$ cat src/rtl/rand_pos_gen.sv
// ---------------------------------------------------------------------------
// rand_pos_gen
//
// This module picks a free food cell on the snake grid.
//
// A free-running xorshift register advances on every clock edge. When the
// game-control FSM sends a request, a rejection-sampling FSM reads (x,y)
// candidates from the low bits of that register. It throws away candidates
// that fall outside the grid. It sends each in-grid candidate to the body
// occupancy checker and waits for an answer. It returns the first free cell,
// or reports failure once MAX_TRIES draws have been rejected.
//
// Ports
//   clk        : system clock, rising edge
//   rst_n      : asynchronous active-low reset
//   seed_load  : load seed_in into the xorshift state this cycle
//   seed_in    : seed value (zero is replaced by SEED_DEFAULT)
//   rand_out   : current xorshift state
//   req        : request a new position (sampled only while idle)
//   busy       : high while a request is being served
//   occ_req    : occupancy query valid
//   occ_x/y    : queried cell, stable until occ_ack
//   occ_ack    : occupancy answer strobe
//   occ_hit    : queried cell is occupied (valid with occ_ack)
//   pos_valid  : result available
//   pos_ready  : consumer accepts result
//   pos_x/y    : resulting free cell (0 when pos_fail)
//   pos_fail   : all draws rejected, no position found
// ---------------------------------------------------------------------------
module rand_pos_gen #(
  parameter int               WIDTH        = 16,
  parameter int               SH_A         = 7,
  parameter int               SH_B         = 9,
  parameter int               SH_C         = 8,
  parameter logic [WIDTH-1:0] SEED_DEFAULT = WIDTH'(16'hACE1),
  parameter int               GRID_W       = 20,
  parameter int               GRID_H       = 15,
  parameter int               MAX_TRIES    = 16,
  localparam int              X_BITS       = $clog2(GRID_W),
  localparam int              Y_BITS       = $clog2(GRID_H)
) (
  input  logic              clk,
  input  logic              rst_n,
  input  logic              seed_load,
  input  logic [WIDTH-1:0]  seed_in,
  output logic [WIDTH-1:0]  rand_out,
  input  logic              req,
  output logic              busy,
  output logic              occ_req,
  output logic [X_BITS-1:0] occ_x,
  output logic [Y_BITS-1:0] occ_y,
  input  logic              occ_ack,
  input  logic              occ_hit,
  output logic              pos_valid,
  input  logic              pos_ready,
  output logic [X_BITS-1:0] pos_x,
  output logic [Y_BITS-1:0] pos_y,
  output logic              pos_fail
);

  localparam int TRY_W = (MAX_TRIES > 1) ? $clog2(MAX_TRIES) : 1;

  // Grid limits are one bit wider than the candidate fields. This keeps a
  // full power-of-two grid (for example GRID_W = 32) from wrapping to zero.
  localparam logic [X_BITS:0]  X_LIM    = (X_BITS+1)'(GRID_W);
  localparam logic [Y_BITS:0]  Y_LIM    = (Y_BITS+1)'(GRID_H);
  localparam logic [TRY_W-1:0] TRY_LAST = TRY_W'(MAX_TRIES - 1);

  // Configuration checks, evaluated at elaboration.
  generate
    if (X_BITS + Y_BITS > WIDTH) begin : g_width_chk
      $error("rand_pos_gen: X_BITS+Y_BITS exceeds WIDTH");
    end
    if (SEED_DEFAULT == '0) begin : g_seed_chk
      $error("rand_pos_gen: SEED_DEFAULT must be nonzero");
    end
    if (MAX_TRIES < 1) begin : g_tries_chk
      $error("rand_pos_gen: MAX_TRIES must be at least 1");
    end
  endgenerate

  typedef enum logic [1:0] {
    S_IDLE  = 2'd0,
    S_DRAW  = 2'd1,
    S_QUERY = 2'd2,
    S_DONE  = 2'd3
  } fsm_t;

  // One xorshift step. All shifts are logical and truncated to WIDTH.
  // A nonzero input never produces a zero output.
  function automatic logic [WIDTH-1:0] xorshift_step(input logic [WIDTH-1:0] s);
    logic [WIDTH-1:0] t;
    t = s ^ (s << SH_A);
    t = t ^ (t >> SH_B);
    t = t ^ (t << SH_C);
    return t;
  endfunction

  logic [WIDTH-1:0]  state_q,    state_d;
  fsm_t              fsm_q,      fsm_d;
  logic [TRY_W-1:0]  try_cnt_q,  try_cnt_d;
  logic [X_BITS-1:0] occ_x_q,    occ_x_d;
  logic [Y_BITS-1:0] occ_y_q,    occ_y_d;
  logic [X_BITS-1:0] pos_x_q,    pos_x_d;
  logic [Y_BITS-1:0] pos_y_q,    pos_y_d;
  logic              pos_fail_q, pos_fail_d;

  logic [X_BITS-1:0] cand_x;
  logic [Y_BITS-1:0] cand_y;
  logic              cand_in_grid;
  logic              reject;

  // The state register ignores the FSM. Reseeding may happen at any time
  // without disturbing a request in progress.
  always_comb begin
    state_d = xorshift_step(state_q);
    if (seed_load) begin
      state_d = (seed_in == '0) ? SEED_DEFAULT : seed_in;
    end
  end

  assign cand_x       = state_q[X_BITS-1:0];
  assign cand_y       = state_q[X_BITS+Y_BITS-1:X_BITS];
  assign cand_in_grid = ({1'b0, cand_x} < X_LIM) && ({1'b0, cand_y} < Y_LIM);

  always_comb begin
    fsm_d      = fsm_q;
    try_cnt_d  = try_cnt_q;
    occ_x_d    = occ_x_q;
    occ_y_d    = occ_y_q;
    pos_x_d    = pos_x_q;
    pos_y_d    = pos_y_q;
    pos_fail_d = pos_fail_q;
    reject     = 1'b0;

    case (fsm_q)
      S_IDLE: begin
        if (req) begin
          fsm_d     = S_DRAW;
          try_cnt_d = '0;
        end
      end

      S_DRAW: begin
        if (cand_in_grid) begin
          occ_x_d = cand_x;
          occ_y_d = cand_y;
          fsm_d   = S_QUERY;
        end else begin
          reject = 1'b1;
        end
      end

      S_QUERY: begin
        if (occ_ack) begin
          if (!occ_hit) begin
            pos_x_d    = occ_x_q;
            pos_y_d    = occ_y_q;
            pos_fail_d = 1'b0;
            fsm_d      = S_DONE;
          end else begin
            reject = 1'b1;
          end
        end
      end

      S_DONE: begin
        // A req seen here or in the accept cycle is dropped. The requester
        // must still be asserting it once we are back in idle.
        if (pos_ready) begin
          fsm_d = S_IDLE;
        end
      end

      default: fsm_d = S_IDLE;
    endcase

    // Out-of-grid and occupied candidates use the same draw budget.
    if (reject) begin
      if (try_cnt_q == TRY_LAST) begin
        fsm_d      = S_DONE;
        pos_fail_d = 1'b1;
        pos_x_d    = '0;
        pos_y_d    = '0;
      end else begin
        try_cnt_d = try_cnt_q + 1'b1;
        fsm_d     = S_DRAW;
      end
    end
  end

  always_ff @(posedge clk or negedge rst_n) begin
    if (!rst_n) begin
      state_q    <= SEED_DEFAULT;
      fsm_q      <= S_IDLE;
      try_cnt_q  <= '0;
      occ_x_q    <= '0;
      occ_y_q    <= '0;
      pos_x_q    <= '0;
      pos_y_q    <= '0;
      pos_fail_q <= 1'b0;
    end else begin
      state_q    <= state_d;
      fsm_q      <= fsm_d;
      try_cnt_q  <= try_cnt_d;
      occ_x_q    <= occ_x_d;
      occ_y_q    <= occ_y_d;
      pos_x_q    <= pos_x_d;
      pos_y_q    <= pos_y_d;
      pos_fail_q <= pos_fail_d;
    end
  end

  assign rand_out  = state_q;
  assign busy      = (fsm_q != S_IDLE);
  assign occ_req   = (fsm_q == S_QUERY);
  assign occ_x     = occ_x_q;
  assign occ_y     = occ_y_q;
  assign pos_valid = (fsm_q == S_DONE);
  assign pos_x     = pos_x_q;
  assign pos_y     = pos_y_q;
  assign pos_fail  = pos_fail_q;

endmodule
$ cat config.mk
export PLATFORM = sky130hd
export DESIGN_NAME = rand_pos_gen
export DESIGN_NICKNAME = d
export VERILOG_FILES = /design/src/rtl/rand_pos_gen.sv
export SDC_FILE = /design/constraint.sdc
export NUM_CORES = 1
export LEC_CHECK = 0
export CAP_MARGIN = 25
export CORE_MARGIN = 2
export CORE_UTILIZATION = 47
export CTS_CLUSTER_DIAMETER = 30
export DETAILED_ROUTE_END_ITERATION = 8
export PLACE_DENSITY = 0.81
export REMOVE_ABC_BUFFERS = 1
export SYNTH_ARGS = -nofsm -noshare
export SYNTH_HDL_FRONTEND = slang
export SYNTH_SLANG_ARGS = --single-unit
$ cat constraint.sdc
create_clock -name clk -period 2.07 [get_ports clk]
set_clock_uncertainty 0.2 [all_clocks]
set_input_delay 0.3105 -clock clk [delete_from_list [all_inputs] [get_ports clk]]
set_output_delay 0.3105 -clock clk [all_outputs]
set_load 0.03 [all_outputs]
==> summary.txt <==
Timing
  • RSZ-0062 raised after global routing: true
  • Worst slew pin tran: 0.512 ns
  • Worst rel slew slack: 65.9%
  • Fin. Hold Viols: 0
  • TNS Setup: 0 ns
  • Max Transition Viols Final: 0
  • Final setup fails: 0
  • Final cycle utilization of the critical path: 97.1%
  • Tmin final: 2.01 ns
  • Fmax: 498 MHz
  • Hold_ws: 0.288 ns

Logic synthesis
  • Synth cell types: 35
  • Dominant cells by area after synthesis: dfrtp_1 (40%), dfstp_2 (10%), xnor2_1 (6.8%)
  • Top-area cell type share of the netlist area: 40.1%
  • Avg Cell Area, Syn: 10.9 um^2
  • Flops & latches, synth: 41
  • Register area share after synthesis: 50.3%
  • Post-Syn Area: 2060 um^2
  • Yosys top cell by area: dfrtp_1
  • Yosys Warn Count: 0
  • Cells after Synth: 189

Finish
  • Most frequent cells in the layout: clkdlybuf4s50_1 (51), dfrtp_1 (33), nor2_1 (17)
  • Cell area after layout: 2840 um^2
  • Fillers: 357
  • N_diodes: 0
  • Fraction of layout cells with a size suffix above 1: 13.0%
  • Fin nets: 289
  • Area delta synth->final: 37.8%
  • Final core utilization: 66.1%
  • Commonest non-fill, non-tap cell in the layout: clkdlybuf4s50_1

Power
  • Leak Pwr: 1.28 nW
  • Power per cell area: 1930 nW/um^2
  • Worst vdd ir: 0.982 mV
  • Overall Power: 5.48 mW

Routing
  • Initial DRC count: 99
  • Total wire length: 4.63 mm
  • Drt drc: 0
  • Detail Route Antenna Nets: 0
  • 1st-pass router iterations: 4
  • Via-to-Cell Ratio: 5.16
  • Via count: 1,616
  • WL/cell: 14.8 um

CTS
  • Clk_lat worst skew: 0.29 ns
  • Clock transition at path regs: 0.07 ns
  • Clock buffer count from CTS: 5
  • TritonCTS clock tree: built
  • CTS Buffer Depth: 2
  • Clock root buffer master: clkbuf_8
  • CTS sink cnt: 41
  • H-tree depth: 2

Setup path
  • Worst Path Max Fanout: 2
  • Slowest library cell on the worst path: clkdlybuf4s50_1
  • RR Startpoint: fsm_q[0]
  • Startpoint Class: flip-flop
  • Worst r2r dst: try_cnt_q[0]
  • Kind of critical path: flip-flop to primary output
  • Largest delay share family, worst path: buffers and inverters
  • Slowest stage delay, CP: 0.67 ns
  • Critical path arrival: 1.50 ns
  • CP cell instances: clkdlybuf4s50_1
  • Worst R2R Path Depth: 5
  • Worst EP required: 1.56 ns
  • CP bufs+invs: 1
  • Reg-to-reg setup timing slack: 0.08 ns
  • Setup crit end kind: primary output

Global routing
  • Largest net degree at the start of global routing: 42
  • Initial antenna violation count: 0
  • First-pass GRT wire length: 7.57 mm
  • Total track usage: 19.5%
  • Overflow after GRT: 0
  • Number of global-route vias before repair: 1,635

Floorplanning
  • Die X-Extent: 70.2 um
  • Die Y-Extent: 70.2 um
  • Placement Rows: 24
  • Initial Util: 48.0%
  • Top-Level Pins: 61
  • DIE AREA: 4930 um^2
  • Core area: 4290 um^2

Placement
  • Post-DP HPWL: 3.48 mm
  • DP Area: 2750 um^2
  • Gpl congestion: 0.806
  • Port-buffer cells: 60

Min path
  • Min-delay worst type: flip-flop to flip-flop
  • WHS Endpoint: pos_fail
  • Hold Startpoint: pos_fail
  • Cells on Worst Hold Path: 1

Flow run
  • Max_cap viols: 0

Outcome
  • Status: completed
-- per-stage QoR --
| stage | instances | worst slack, ns |
|---|---|---|
| 2_1_floorplan | 185 | 0.0918 |
| 3_5_place_dp | 304 | 0.0239 |
| 5_1_grt | 313 | -0.0139 |
| 4_1_cts | 313 | 0.0129 |
| 3_3_place_gp | 304 | 0.0633 |
| 6_report | 313 | 0.0600 |
-- where the power goes --
part	internal (mW)	switching [mW]	leakage (nW)
Clock	0.272	0.254	0.0455
Sequential	1.27	0.397	0.488
Combinational	1.49	1.80	0.751
-- registers in the layout, indices dropped and copies added, names as in the netlist --
name / flops
fsm_q: 2
pos_fail: 1
pos_y: 4
pos_x: 5
try_cnt_q: 4
occ_x: 5
occ_y: 4
rand_out: 16
-- routing by layer --
layer | vias up | global-route usage, % | share of wire (%)
met1 | 776 | 25.0 | 46
met2 | 40 | 33.1 | 50
met4 | 0 | 4.49 | 0.69
met5 | - | 0 | 0
li1 | 795 | - | -
met3 | 5 | 4.91 | 4.2
-- repair_timing --
action / in CTS / in global routing
endpoints found under the setup margin: 8 / 3
hold endpoints to repair: 33 / 0
hold buffers: 1 / 0
buffers inserted: 0 / 0
pin swaps: 0 / 1
resized for setup: 8 / 3
-- final cells by class --
class                      count  area, um^2  share of cell area (%)
sequential                    41        1040                    36.5
clock buffer                   8        90.1                    3.17
inverter                       8        30.0                    1.06
tap                           52        65.1                    2.29
timing repair buffer          68         644                    22.7
multi-input combinational    136         973                    34.3
-- cell families (layout without fill, tap and decap cells) --
kind of cell    after synthesis  after routing  share of synthesized area [%]
xor+xnor                     27             27                           11.5
simple gates                 47             47                           10.4
compound gates               36             36                           11.4
buf+inv                      12             84                           2.43
flops                        41             41                           50.3
fa+ha+maj                     6              6                           3.65
mux                          20             20                           10.3
-- cells in the mapped netlist --
cell type and n:
ha_1 6, mux2i_1 11, a211oi_1 3, o21ai_1 1
a211oi_4 1, xnor2_1 16, dfrtp_1 33, a21bo_2 1
inv_1 8, a21boi_0 1, nor2_1 17, nor4_1 4
clkbuf_1 2, o211ai_1 1, and3_1 2, nand3b_1 1
nand2b_1 1, buf_2 1, a222oi_1 1, o22ai_1 1
o21ai_0 11, nand3_1 4, a41o_1 1, mux2_2 9
o31ai_1 1, o22a_1 1, dfstp_2 8, and4_1 1
nand2_1 15, a21o_1 2, a21oi_1 10, xor2_1 11
nor4b_1 1, buf_4 1, nand4_1 1
-- worst max-delay path by stage --
stage / cells after the start / end / from / slack [ns]
finish: 1 / rand_out[11] / rand_out[11] / 0.06
global route: 5 / fsm_q[0] / fsm_q[0] / -0.01
CTS: 3 / occ_req / fsm_q[0] / 0.01
detailed placement: 5 / fsm_q[0] / occ_hit / 0.02
global placement: 5 / fsm_q[1] / occ_hit / 0.06
floorplan: 5 / pos_x[0] / fsm_q[0] / 0.09
Note: power is estimated with default switching activity, not from simulation.
==> RTL change (same settings) <==
The parameter `GRID_H` goes from 15 to 30.
--- a/src/rtl/rand_pos_gen.sv
+++ b/src/rtl/rand_pos_gen.sv
@@ -34,7 +34,7 @@
   parameter int               SH_C         = 8,
   parameter logic [WIDTH-1:0] SEED_DEFAULT = WIDTH'(16'hACE1),
   parameter int               GRID_W       = 20,
-  parameter int               GRID_H       = 15,
+  parameter int               GRID_H       = 30,
   parameter int               MAX_TRIES    = 16,
   localparam int              X_BITS       = $clog2(GRID_W),
   localparam int              Y_BITS       = $clog2(GRID_H)
Ports: changed (resized occ_y and pos_y); port bits go from 61 to 63. The function was not compared with the original's and may differ.
==> RTL change against the original RTL <==
Count of clock-buffer cells in the layout decreased by 3; cell area increased by 4.2%; wire length increased by 1.0%; combinational power increased by 3%; total power increased by 5.2%; sequential share of layout area increased by 0.21 points; via count increased by 6.8%; sequential cell count increased by 2; area after synthesis increased by 3.9%; global-route usage decreased by 0.069 points; hold slack got worse by 0.0056 ns; setup slack got worse by 0.020 ns; critical path type unchanged; largest cell class unchanged.
==> RTL change: results (changes against the original RTL) <==
======================================================================================
Global routing met2 resource utilization                                         29.9%   was 33.1%
Biggest area contributors in the synthesized netlist                      sky130_fd_sc_hd__dfrtp_1, sky130_fd_sc_hd__dfstp_2, sky130_fd_sc_hd__xnor2_1, sky130_fd_sc_hd__mux2_2, sky130_fd_sc_hd__xor2_1   was sky130_fd_sc_hd__dfrtp_1, sky130_fd_sc_hd__dfstp_2, sky130_fd_sc_hd__xnor2_1, sky130_fd_sc_hd__mux2i_1, sky130_fd_sc_hd__mux2_2
Filler-free cell count of the finished design                                      325   was 313
Gp weighted congestion                                                           0.788   was 0.806
Inserted Diodes                                                                      0   unchanged
Synth warn                                                                           0   unchanged
DP Wirelength                                                                  3520 um   was 3480 um
CTS H-Tree Depth                                                                     2   unchanged
Number of buffers created by CTS                                                     5   unchanged
Worst slew margin                                                                63.8%   was 65.9%
Global routing usage on met3                                                     4.92%   was 4.91%
Met1 Usage GRT                                                                   26.1%   was 25.0%
Worst vdd rail ir drop                                                        0.972 mV   was 0.982 mV
Number of instances in the synthesized netlist                                     203   was 189
Path type of the worst min-delay path                                          reg2reg   unchanged
Critical-path maximum fanout                                                         6   was 2
Global-route wire length before repair                                         7760 um   was 7570 um
Share of synthesized flip-flops with an asynchronous set or reset                 100%   unchanged
IO buf count                                                                        62   was 60
Largest net degree at the start of global routing                                   44   was 42
Clock slew at the register clock pins of the worst setup and hold paths        0.08 ns
Largest register FFs                                                                16   unchanged
Buffer cell driving the clock tree root                                   sky130_fd_sc_hd__clkbuf_8   unchanged
Initial antenna violation count                                                      0   unchanged
Number of buffers added for setup after CTS                                          0   unchanged
Router iterations before antenna repair                                              4   unchanged
Insertion delay of the later-clocked pin in the worst-skew pair                0.30 ns
Family with the most delay on the worst path                              buffers and inverters   unchanged
Status                                                                    finished clean   unchanged
Routed via count                                                                  1726   was 1616
Most frequent cells after synthesis                                       sky130_fd_sc_hd__dfrtp_1, sky130_fd_sc_hd__nand2_1, sky130_fd_sc_hd__a21oi_1   was sky130_fd_sc_hd__dfrtp_1, sky130_fd_sc_hd__nor2_1, sky130_fd_sc_hd__xnor2_1
Iteration-0 DRC Markers                                                             92   was 99
Global routing usage summed across all routing layers                            19.4%   was 19.5%
Share of final-layout standard cells stronger than drive strength 1              14.7%   was 13.0%
Arrival time of data at the critical path endpoint                             1.52 ns   was 1.50 ns
# nets final                                                                       301   was 289
Cell Count Post-Placement                                                          316   was 304
Post-synth cell types                                                               34   was 35
Library cell contributing the largest single delay on the critical path   sky130_fd_sc_hd__clkdlybuf4s50_1   unchanged
Average wire per cell in the routed design                                     14.4 um   was 14.8 um
Placed Instance Area                                                        2830 sq um   was 2750 sq um
Max Buffers Root-to-Sink                                                             2   unchanged
Leakage component of the power                                              0.00133 uW   was 0.00128 uW
Maximum single-stage delay on the critical path                                0.72 ns   was 0.67 ns
Seq/Total Area, Yosys                                                            50.8%   was 50.3%
======================================================================================
## RTL change: worst paths after layout
path	start	end	slack, ns	cells after the start
worst min register to register	pos_fail	pos_fail	0.28	1
worst max register to register	fsm_q[1]	pos_fail	0.12	7
worst min-delay path	pos_fail	pos_fail	0.28	1
max in group asynchronous	rst_n	rand_out[0]	0.88	3
worst max-delay path	rand_out[3]	rand_out[3]	0.04	1
min in group asynchronous	rst_n	fsm_q[1]	0.41	3
## RTL change: power breakdown
| part | switching [uW] | internal, uW |
|---|---|---|
| registers | 393 | 1310 |
| logic | 1880 | 1520 |
| clock network | 301 | 359 |
## RTL change: kinds of logic (layout without fill, tap and decap cells)
group           count (synthesis)  count (layout)  synth area share (%)
simple gates                   58              58                  12.8
compound gates                 43              43                  13.0
flops                          43              43                  50.8
xor+xnor                       26              26                  10.6
buf+inv                        15              85                  3.10
mux                            12              12                  6.20
fa+ha+maj                       6               6                  3.51
## RTL change: what timing repair did
item	4_1_cts	5_1_grt
endpoints found under the hold margin	35	0
hold buffers	1	0
endpoints found under the setup margin	5	7
gates resized for setup	5	7
## RTL change: per-layer routing
layer | vias up | part of all wire [%]
met4 | 0 | 1.6
met3 | 7 | 6.2
li1 | 839 | -
met5 | - | 0
met2 | 63 | 46
met1 | 817 | 46
## RTL change: through the flow
stage	hold slack [ns]	total power [uW]	util, %	setup WS [ns]
final	0.283	5770	67.5	0.0396
after global routing	0.301	6120	67.5	0.00325
after CTS	0.287	5810	67.1	0.00655
after detailed placement	0.211	5160	64.5	0.0934
after global placement	0.211	5090	64.5	0.107
after floorplan	-0.185	3960	-	-0.130
## RTL change: layout make-up
| cell class | instances | area, sq um |
|---|---|---|
| Clock buffer | 5 | 68.8 |
| Clock inverter | 3 | 43.8 |
| Fill cell | 371 | 1430 |
| Inverter | 8 | 30.0 |
| Multi-Input combinational cell | 145 | 987 |
| Sequential cell | 43 | 1090 |
| Tap cell | 52 | 65.1 |
| Timing Repair Buffer | 69 | 678 |
